===== src/rtl/txt_console.sv =====
// rtl/txt_console.sv - text-page writer: character stream to text RAM with cursor, scroll and clear
//
// Purpose: accepts character codes over a valid/ready handshake and writes them into
// text-page RAM at the cursor. CR moves to the next row, BS steps left, FF clears the page,
// and running off the bottom row scrolls the page up by one row (RAM-to-RAM copy)
// followed by blanking the last row.
//
// Build option: TXT_INTERLEAVE_EN selects the Apple II interleaved row layout
// instead of the linear row layout. Handshake and cycle counts are the same in both builds.
//
// Ports:
//   CLOCK_50   in   system clock, posedge
//   reset      in   synchronous, active-low
//   ch_valid   in   ch_data valid
//   ch_data    in   [7:0] character code
//   ch_ready   out  character accepted on this edge when ch_valid is also high
//   mem_adr    out  [15:0] text RAM address (shared by read and write)
//   mem_d      out  [7:0] text RAM write data
//   mem_we     out  text RAM write enable, one cycle per byte
//   mem_q      in   [7:0] text RAM read data, valid one clock after mem_adr
//   cur_col    out  [5:0] cursor column
//   cur_row    out  [4:0] cursor row
//   busy       out  scroll or clear in progress
module txt_console #(
  parameter int          COLS = 40,
  parameter int          ROWS = 24,
  parameter logic [15:0] BASE = 16'h0400,
  parameter logic [7:0]  FILL = 8'hA0
) (
  input  logic        CLOCK_50,
  input  logic        reset,
  input  logic        ch_valid,
  input  logic [7:0]  ch_data,
  output logic        ch_ready,
  output logic [15:0] mem_adr,
  output logic [7:0]  mem_d,
  output logic        mem_we,
  input  logic [7:0]  mem_q,
  output logic [5:0]  cur_col,
  output logic [4:0]  cur_row,
  output logic        busy
);

  typedef enum logic [2:0] {S_IDLE, S_PUT, S_SCR_RD, S_SCR_WR, S_CLR} state_t;

  localparam logic [5:0] LAST_COL = 6'(COLS - 1);
  localparam logic [4:0] LAST_ROW = 5'(ROWS - 1);

  state_t      r_state;
  state_t      w_next;
  logic        r_ack;      // one-cycle hold-off so ready drops after every accept
  logic [7:0]  r_char;
  logic [5:0]  r_col;
  logic [4:0]  r_row;
  logic [5:0]  r_scol;     // scroll/clear walker: source position while scrolling,
  logic [4:0]  r_srow;     // write position while clearing
  logic        w_accept;
  logic        w_walk_end;

  function automatic logic [15:0] f_adr(input logic [4:0] r, input logic [5:0] c);
`ifdef TXT_INTERLEAVE_EN
    f_adr = BASE + {6'd0, r[2:0], 7'd0} + 16'(r[4:3]) * 16'd40 + {10'd0, c};
`else
    f_adr = BASE + 16'(r) * 16'(COLS) + {10'd0, c};
`endif
  endfunction

  assign cur_col    = r_col;
  assign cur_row    = r_row;
  assign w_accept   = ch_valid & ch_ready;
  assign w_walk_end = (r_srow == LAST_ROW) && (r_scol == LAST_COL);

  always_ff @(posedge CLOCK_50) begin
    if (!reset) begin
      r_state <= S_IDLE;
      r_ack   <= 1'b0;
      r_char  <= 8'd0;
      r_col   <= 6'd0;
      r_row   <= 5'd0;
      r_scol  <= 6'd0;
      r_srow  <= 5'd0;
    end else begin
      r_state <= w_next;
      r_ack   <= w_accept;
      case (r_state)
        S_IDLE: begin
          if (w_accept) begin
            r_char <= ch_data;
            case (ch_data)
              8'h0D: begin
                r_col <= 6'd0;
                if (r_row != LAST_ROW) begin
                  r_row <= r_row + 5'd1;
                end else begin
                  r_srow <= 5'd1;
                  r_scol <= 6'd0;
                end
              end
              8'h08: if (r_col != 6'd0) r_col <= r_col - 6'd1;
              8'h0C: begin
                r_col  <= 6'd0;
                r_row  <= 5'd0;
                r_srow <= 5'd0;
                r_scol <= 6'd0;
              end
              default: ;
            endcase
          end
        end
        S_PUT: begin
          if (r_col != LAST_COL) begin
            r_col <= r_col + 6'd1;
          end else begin
            r_col <= 6'd0;
            if (r_row != LAST_ROW) begin
              r_row <= r_row + 5'd1;
            end else begin
              r_srow <= 5'd1;
              r_scol <= 6'd0;
            end
          end
        end
        // The walker stops advancing rows at the last row, so after the final copy
        // it already points at (ROWS-1, 0), which is where the blanking starts.
        S_SCR_WR, S_CLR: begin
          if (r_scol != LAST_COL) begin
            r_scol <= r_scol + 6'd1;
          end else begin
            r_scol <= 6'd0;
            if (r_srow != LAST_ROW) r_srow <= r_srow + 5'd1;
          end
        end
        default: ;
      endcase
    end
  end

  always_comb begin
    w_next   = r_state;
    ch_ready = 1'b0;
    mem_adr  = 16'd0;
    mem_d    = 8'd0;
    mem_we   = 1'b0;
    busy     = 1'b0;
    case (r_state)
      S_IDLE: begin
        ch_ready = reset & ~r_ack;
        if (w_accept) begin
          case (ch_data)
            8'h0D:   w_next = (r_row == LAST_ROW) ? S_SCR_RD : S_IDLE;
            8'h08:   w_next = S_IDLE;
            8'h0C:   w_next = S_CLR;
            default: w_next = S_PUT;
          endcase
        end
      end
      S_PUT: begin
        mem_we  = 1'b1;
        mem_adr = f_adr(r_row, r_col);
        mem_d   = r_char;
        w_next  = (r_col == LAST_COL && r_row == LAST_ROW) ? S_SCR_RD : S_IDLE;
      end
      S_SCR_RD: begin
        busy    = 1'b1;
        mem_adr = f_adr(r_srow, r_scol);
        w_next  = S_SCR_WR;
      end
      S_SCR_WR: begin
        busy    = 1'b1;
        mem_we  = 1'b1;
        mem_adr = f_adr(r_srow - 5'd1, r_scol);
        mem_d   = mem_q;
        w_next  = w_walk_end ? S_CLR : S_SCR_RD;
      end
      S_CLR: begin
        busy    = 1'b1;
        mem_we  = 1'b1;
        mem_adr = f_adr(r_srow, r_scol);
        mem_d   = FILL;
        w_next  = w_walk_end ? S_IDLE : S_CLR;
      end
      default: w_next = S_IDLE;
    endcase
  end

endmodule


===== config.mk =====
export PLATFORM = sky130hd
export DESIGN_NAME = txt_console
export DESIGN_NICKNAME = d
export VERILOG_FILES = /design/src/rtl/txt_console.sv
export SDC_FILE = /design/constraint.sdc
export NUM_CORES = 1
export LEC_CHECK = 0
export ABC_AREA = 1
export CAP_MARGIN = 20
export CORE_MARGIN = 3
export CORE_UTILIZATION = 55
export CTS_BUF_LIST = sky130_fd_sc_hd__clkbuf_8
export DETAILED_ROUTE_END_ITERATION = 8
export PLACE_DENSITY = 0.93
export SETUP_SLACK_MARGIN = 0.1
export SLEW_MARGIN = 20
export SYNTH_ARGS = -nofsm -noshare
export SYNTH_HDL_FRONTEND = slang
export SYNTH_SLANG_ARGS = --single-unit

===== constraint.sdc =====
create_clock -name CLOCK_50 -period 4.7 [get_ports CLOCK_50]
set_input_delay 1.175 -clock CLOCK_50 [delete_from_list [all_inputs] [get_ports CLOCK_50]]
set_output_delay 1.175 -clock CLOCK_50 [all_outputs]
set_load 0.005 [all_outputs]

==> results of run 1 <==
[cells by family (layout without fill, tap and decap cells)]
group | after synthesis | after routing | share of synthesized area, %
simple gates | 265 | 265 | 33.9
buf+inv | 107 | 155 | 12.6
compound gates | 102 | 102 | 16.0
fa+ha+maj | 39 | 39 | 15.1
flops | 34 | 34 | 19.3
xor+xnor | 12 | 12 | 2.97
other cells | 1 | 4 | 0.106
[placed cells by master, fill, tap and decap left out, types with 3 or more instances in the layout]
cell type,count
nand2_2,6
xor2_1,6
fa_1,6
clkdlybuf4s50_1,52
buf_4,6
nor3_1,15
o22ai_1,5
nand2_1,109
xnor2_1,4
nor2_4,4
inv_2,5
ha_1,31
a21oi_1,35
o211ai_1,4
dfxtp_1,32
nand3_1,53
nor2_1,55
o21ai_0,43
conb_1,4
clkbuf_8,6
inv_1,85
nor2_2,3
nand4_1,12
[power by group through the flow]
| stage | Combinational [mW] | Sequential (mW) | Clock [mW] |
|---|---|---|---|
| 2_1_floorplan | 0.0737 | 0.310 | 0 |
| 3_3_place_gp | 0.112 | 0.312 | 0 |
| 3_5_place_dp | 0.116 | 0.313 | 0 |
| 4_1_cts | 0.117 | 0.306 | 0.228 |
| 5_1_grt | 0.130 | 0.307 | 0.241 |
| 6_report | 0.118 | 0.306 | 0.224 |
[worst max-delay path, stage by stage (launching register included)]
cell	delay (ns)
dfxtp_2	0.41
inv_1	0.10
ha_4	0.19
nand2_1	0.12
xor2_2	0.21
ha_4	0.24
fa_1	0.53
inv_1	0.06
nor2_1	0.13
inv_1	0.08
nor2_2	0.13
nand3_1	0.09
nand2_1	0.06
nand3_1	0.07
nand2_1	0.09
clkdlybuf4s50_1	0.49
[how the worst max path moves through the flow]
stage                       end  slack (ns)  cells past startpoint
floorplan           mem_adr[10]        0.93                     14
global placement    mem_adr[10]        0.32                     15
detailed placement  mem_adr[10]        0.12                     15
CTS                 mem_adr[10]        0.10                     16
global route         mem_adr[9]        0.11                     16
finish              mem_adr[10]        0.23                     15
[layer usage]
layer,vias up,wire length (um)
met5,-,0
met4,0,190
met3,19,724
met2,171,4750
met1,1767,3760
li1,1927,-
[state kept, by name (all words and copies together) (netlist names)]
signal and flops:
r_ack 1, r_char 8, cur_row 5, r_scol 6, r_srow 5, r_state 3, cur_col 6
[area by class of cell]
type / instances / area, um^2
inverters: 89 / 334
clock buffers: 6 / 82.6
multi-input cells: 422 / 2480
repair buffers: 58 / 566
clock inverters: 2 / 8.76
well taps: 75 / 93.8
flip-flops and latches: 34 / 686
fillers: 510 / 1810
[per-stage QoR]
stage               setup WS (ns)  power (mW)  cells  utilization [%]
CTS                         0.102       0.651    686             69.2
finish                      0.229       0.647    686             70.1
floorplan                   0.929       0.384    563                -
global placement            0.321       0.425    676             67.3
detailed placement          0.119       0.428    676             67.3
global route                0.107       0.678    686             70.1
[what timing repair did]
item,CTS,global route
setup buffers,2,0
resized for setup,3,10
endpoints found under the setup margin,4,4
pin swaps,0,1
==> results by group, run 1 <==
Outcome
  • Status: complete, no violations

Power and ir drop
  • Switching pwr: 0.183 mW
  • Switching share of power: 28.3%
  • Seq pwr share: 47.3%
  • PD cells: 152 nW/um^2
  • Peak VDD IR: 0.235 mV
  • Clock share of power: 34.6%
  • Combinational power share: 18.2%
  • Pleak: 1.90 nW
  • Pint: 0.464 mW

GRT
  • Met2 track demand over resource: approximately 48%
  • Number of global-route vias before repair: 3,725
  • Gr usage total: 25.6%
  • GRT overflow: 0
  • Largest net degree at the start of global routing: 22
  • Global-route wire length before repair: 15,700 um
  • Antenna violations before repair: 0
  • Met1 Track Usage GR: about 28%
  • GR peak layer: met2
  • Met3 usage: 4.71%

Placed design
  • Number of port buffers: between 50 and 60
  • RePlAce Congestion: 0.957
  • Placement Cell Area: 4080 um^2
  • Post-DP HPWL: 7190 um

Setup path
  • R2R Path End: r_state[1]$_SDFFE_PN0N_
  • R2R depth: 9
  • Worst Path Class, Setup: flip-flop to output port
  • Worst Setup End Kind: output port
  • CP Launch Point: r_srow[1]$_SDFFE_PN0P_
  • Critical Path AT: about 3.3 ns
  • Nature of the critical path startpoint: flip-flop
  • Reg-to-reg startpoint: cur_row[1]$_SDFFE_PN0P_
  • R2r setup slk: 2.42 ns
  • Data required, critical path: between 3 and 4 ns
  • Crit Path Max Fanout: 6

Floorplan
  • IO Count: 57
  • Die Span Y: 86.2 um
  • Row Count: 28
  • Die area: 7420 um^2
  • Die width: between 80 and 90 um
  • Initial Util: about three fifths
  • Core Region: 6060 um^2

Logic synthesis
  • Yosys top cell area share: 19.3%
  • Top cell type by total area after synthesis: dfxtp_1
  • Synth unique cells: 42
  • Number of synthesized flops with an enable pin: 0
  • Syn avg cell area: 6.31 um^2
  • FF+latch count, synth: 34
  • Sequential element share of the synthesized area: between 10% and 20%
  • FFs w/ async S/R, synth: 0%
  • Count leader, synth: nand2_1
  • Post-synth top cells: nand2_1 (109), inv_1 (85), nor2_1 (57)
  • Area contributors post-synth: dfxtp_1 (19%), ha_1 (12%), nand2_1 (12%)
  • Mapped cell area: ~3500 um^2
  • Top_reg_cell synth: dfxtp_1
  • Synth Instances: 560
  • Ys Warns: 0

Detailed routing
  • Total wire length: 9420 um
  • # DRC: 0
  • Vias post-DR: 3,884
  • Iteration-0 DRC count of the detailed router: 292
  • Routed Antenna Nets: 0
  • Vias per cell: 5.66
  • DR WL/cell: 13.7 um
  • 1st-pass router iterations: 5

CTS
  • CTS sink cnt: 34
  • Hold_buf cts: 0
  • CTS tree: yes
  • Reg clk slew, reported paths: 0.07 ns
  • CTS Buf Count: 5
  • CTS root buf: clkbuf_8
  • Clk_lat worst skew: 0.29 ns
  • Clk buf depth: 2
  • H-tree Lvls: 2

Cells and area
  • Total Nets Final: 668
  • Area growth syn-to-layout: 20.2%
  • Design area: between 4000 and 5000 um^2
  • Layout cells sized above 1: roughly 7.5%
  • ANT cells: 0

Timing
  • Setup repair after global routing missed its margin: no
  • Finish-stage setup viols: 0
  • Post-route setup TNS: 0 ns
  • Worst-Margin Slew: 0.634 ns
  • Achievable Freq: 0.224 GHz
  • Post-route clock period utilization: 95.1%
  • Crit path time final: approximately 4.5 ns
  • Relative slew slack: 57.4%
  • Slew Limit Fails: 0
  • Fin Hold WS: 0.448 ns
  • Final Hold Violating Endpoints: 0
  • Layout Skew: 0.00739 ns

Worst hold path
  • Worst min path class: flip-flop to flip-flop
  • Hold Path Depth: 2
  • Min-delay src: r_char[0]$_SDFFE_PN0P_
  • WHS Endpoint: r_char[0]$_SDFFE_PN0P_

Job
  • Max Cap Violations: 0
(Power assumes the default switching activity.)
==> run 2: changes to the inputs <==
Settings changed: SKIP_LAST_GASP set to 1.
==> results of run 2 <==
Same layout as run 1: the final DEF is identical, and so are final timing and power.
==> run 3: changes to the inputs <==
--- a/config.mk
+++ b/config.mk
@@ -9,3 +9,3 @@
 export CAP_MARGIN = 20
-export CORE_MARGIN = 3
+export CORE_MARGIN = 2
 export CORE_UTILIZATION = 55
@@ -13,2 +13,3 @@
 export DETAILED_ROUTE_END_ITERATION = 8
+export GPL_TIMING_DRIVEN = 0
 export PLACE_DENSITY = 0.93
--- a/constraint.sdc
+++ b/constraint.sdc
@@ -3,2 +3,2 @@
 set_output_delay 1.175 -clock CLOCK_50 [all_outputs]
-set_load 0.005 [all_outputs]
+set_load 0.05 [all_outputs]
==> results by group, run 3 (synthesized netlist as in run 1, its figures left out) <==
Outcome
  • Status: complete, no violations (unchanged)

Timing
  • Worst-Margin Slew: 0.560 ns (was 0.634 ns)
  • Finish-stage setup viols: 0 (unchanged)
  • Slew Limit Fails: 0 (unchanged)
  • Achievable Freq: 0.225 GHz (was 0.224 GHz)
  • Post-route setup TNS: 0 ns (unchanged)
  • Relative slew slack: 62.3% (was 57.4%)
  • Crit path time final: 4.45 ns (was 4.47 ns)
  • Layout Skew: 0.00987 ns (was 0.00739 ns)
  • Final Hold Violating Endpoints: 0 (unchanged)
  • PnR worst setup slack: 0.250 ns (was 0.229 ns)
  • Fin Hold WS: 0.455 ns (was 0.448 ns)
  • Setup repair after global routing missed its margin: yes (was no)
  • Post-route clock period utilization: 94.7% (was 95.1%)

Floorplan
  • Core Region: 6280 um^2 (was 6060 um^2)
  • IO Count: 57 (unchanged)
  • Die width: 84.2 um (was 86.2 um)
  • Initial Util: 56.3% (was 58.3%)
  • Die Span Y: 84.2 um (was 86.2 um)
  • Die area: 7080 um^2 (was 7420 um^2)
  • Row Count: 29 (was 28)

CTS
  • CTS root buf: clkbuf_8 (unchanged)
  • CTS tree: yes (unchanged)
  • CTS Buf Count: 5 (unchanged)
  • CTS sink cnt: 34 (unchanged)
  • Clk buf depth: 2 (unchanged)
  • H-tree Lvls: 2 (unchanged)
  • Reg clk slew, reported paths: 0.07 ns (about the same)
  • Clk_lat worst skew: 0.29 ns (about the same)

Cells and area
  • Total Nets Final: 682 (was 668)
  • Post-route non-filler standard cell count: 702 (was 686)
  • Largest register FFs: 8 (unchanged)
  • Most common cell after layout, fill and taps aside: nand2_1 (unchanged)
  • Area growth syn-to-layout: 21.2% (was 20.2%)
  • Most frequent cells in the layout: nand2_1 (109), inv_1 (87), nor2_1 (57) (was nand2_1 (109), inv_1 (85), nor2_1 (55))
  • Post-Route Utilization: 68.2% (was 70.1%)
  • Fillers: 550 (was 510)
  • ANT cells: 0 (unchanged)
  • Design area: 4280 um^2 (was 4250 um^2)
  • Layout cells sized above 1: 8.16% (was 7.53%)
  • Largest reg by FF count: r_char (unchanged)

Power and ir drop
  • Pleak: 1.95 nW (was 1.90 nW)
  • PD cells: 169 nW/um^2 (was 152 nW/um^2)
  • Peak VDD IR: 0.182 mV (was 0.235 mV)
  • Total power: 0.723 mW (was 0.647 mW)

Setup path
  • Worst Setup End Kind: output port (unchanged)
  • Data required, critical path: 3.52 ns (about the same)
  • Nature of the critical path startpoint: flip-flop (unchanged)
  • Crit Path Max Fanout: 9 (was 6)
  • Critical Path AT: 3.27 ns (was 3.30 ns)
  • Worst Path Class, Setup: flip-flop to output port (unchanged)

Detailed routing
  • 1st-pass router iterations: 6 (was 5)
  • # DRC: 0 (unchanged)
  • DR WL/cell: 13.6 um (was 13.7 um)
  • Routed Antenna Nets: 0 (unchanged)
  • Vias post-DR: 3,927 (was 3,884)
  • Total wire length: 9560 um (was 9420 um)
  • Vias per cell: 5.59 (was 5.66)
  • Iteration-0 DRC count of the detailed router: 371 (was 292)

Placed design
  • Placement Cell Area: 4160 um^2 (was 4080 um^2)
  • Pre-CTS setup slack: -0.298 ns (was 0.119 ns)
  • Number of port buffers: 52 (unchanged)
  • Post-DP HPWL: 7650 um (was 7190 um)
  • RePlAce Congestion: 0.935 (was 0.957)
  • Placed insts: 692 (was 676)

GRT
  • GRT overflow: 0 (unchanged)
  • Largest net degree at the start of global routing: 12 (was 22)
  • Number of global-route vias before repair: 3,753 (was 3,725)
  • Met2 track demand over resource: 50.5% (was 47.9%)
  • GR peak layer: met2 (unchanged)
  • Met1 Track Usage GR: 32.5% (was 28.4%)
  • Global-route wire length before repair: 16,300 um (was 15,700 um)
  • Gr usage total: 27.3% (was 25.6%)
  • Met3 usage: 3.93% (was 4.71%)
  • Antenna violations before repair: 0 (unchanged)

Job
  • Max Cap Violations: 0 (unchanged)

Worst hold path
  • Worst min path class: flip-flop to flip-flop (unchanged)
==> run 3: cell count changes in the layout (fill, tap and decap cells not counted), moves of 2 or more <==
| cell | delta |
|---|---|
| nor2_1 | +2 |
| clkbuf_4 | +2 |
| buf_2 | +3 |
| clkbuf_2 | +2 |
| inv_1 | +2 |
| ha_4 | -2 |
| clkbuf_1 | +7 |
| nor2_2 | -2 |
| buf_6 | +3 |
| clkdlybuf4s50_1 | -5 |
==> run 3: worst paths after layout <==
path / end / from / cells past startpoint / slack, ns
worst max-delay path: mem_adr[10] / r_srow[0]$_SDFFE_PN0P_ / 15 / 0.25
worst min-delay path: r_char[6]$_SDFFE_PN0P_ / r_char[6]$_SDFFE_PN0P_ / 2 / 0.46
worst max register to register: r_state[1]$_SDFFE_PN0N_ / cur_row[1]$_SDFFE_PN0P_ / 9 / 2.70
worst min register to register: r_char[6]$_SDFFE_PN0P_ / r_char[6]$_SDFFE_PN0P_ / 2 / 0.46
==> run 3: where the power goes <==
part / switching [mW] / internal, mW / leakage, nW
Clock: 0.108 / 0.154 / 0.0607
Sequential: 0.00773 / 0.297 / 0.277
Combinational: 0.100 / 0.0552 / 1.61
==> run 3: layout make-up <==
class / count / area (um^2) / area share [%]
Tap cell: 77 / 96.3 / 2.25
Buffer: 18 / 113 / 2.63
Multi-Input combinational cell: 422 / 2430 / 56.8
Clock inverter: 3 / 37.5 / 0.876
Clock buffer: 5 / 68.8 / 1.61
Inverter: 89 / 334 / 7.80
Sequential cell: 34 / 683 / 16.0
Timing Repair Buffer: 54 / 519 / 12.1
==> run 3: worst max-delay path, stage by stage (launching register included) <==
cell and delay [ns]:
dfxtp_2 0.42, inv_1 0.14, ha_2 0.22, nand2_1 0.11, xor2_2 0.20, ha_1 0.30, fa_1 0.58, inv_1 0.07
nor2_1 0.10, inv_1 0.06, nor2_1 0.18, nand3_1 0.11, nand2_1 0.06, nand3_1 0.09, nand2_1 0.08, buf_2 0.25
==> run 3: routing by layer <==
metal  share of wire (%)  wire [um]
met4                 2.2        208
met5                   0          0
met2                  50       4790
met3                 5.8        553
met1                  42       4010
==> run 3: repair_timing <==
| item | 4_1_cts | 5_1_grt |
|---|---|---|
| cloned | 0 | 0 |
| setup endpoints to repair | 5 | 6 |
| setup buffers | 0 | 2 |
| resized for setup | 16 | 10 |
| hold buffers | 0 | 0 |
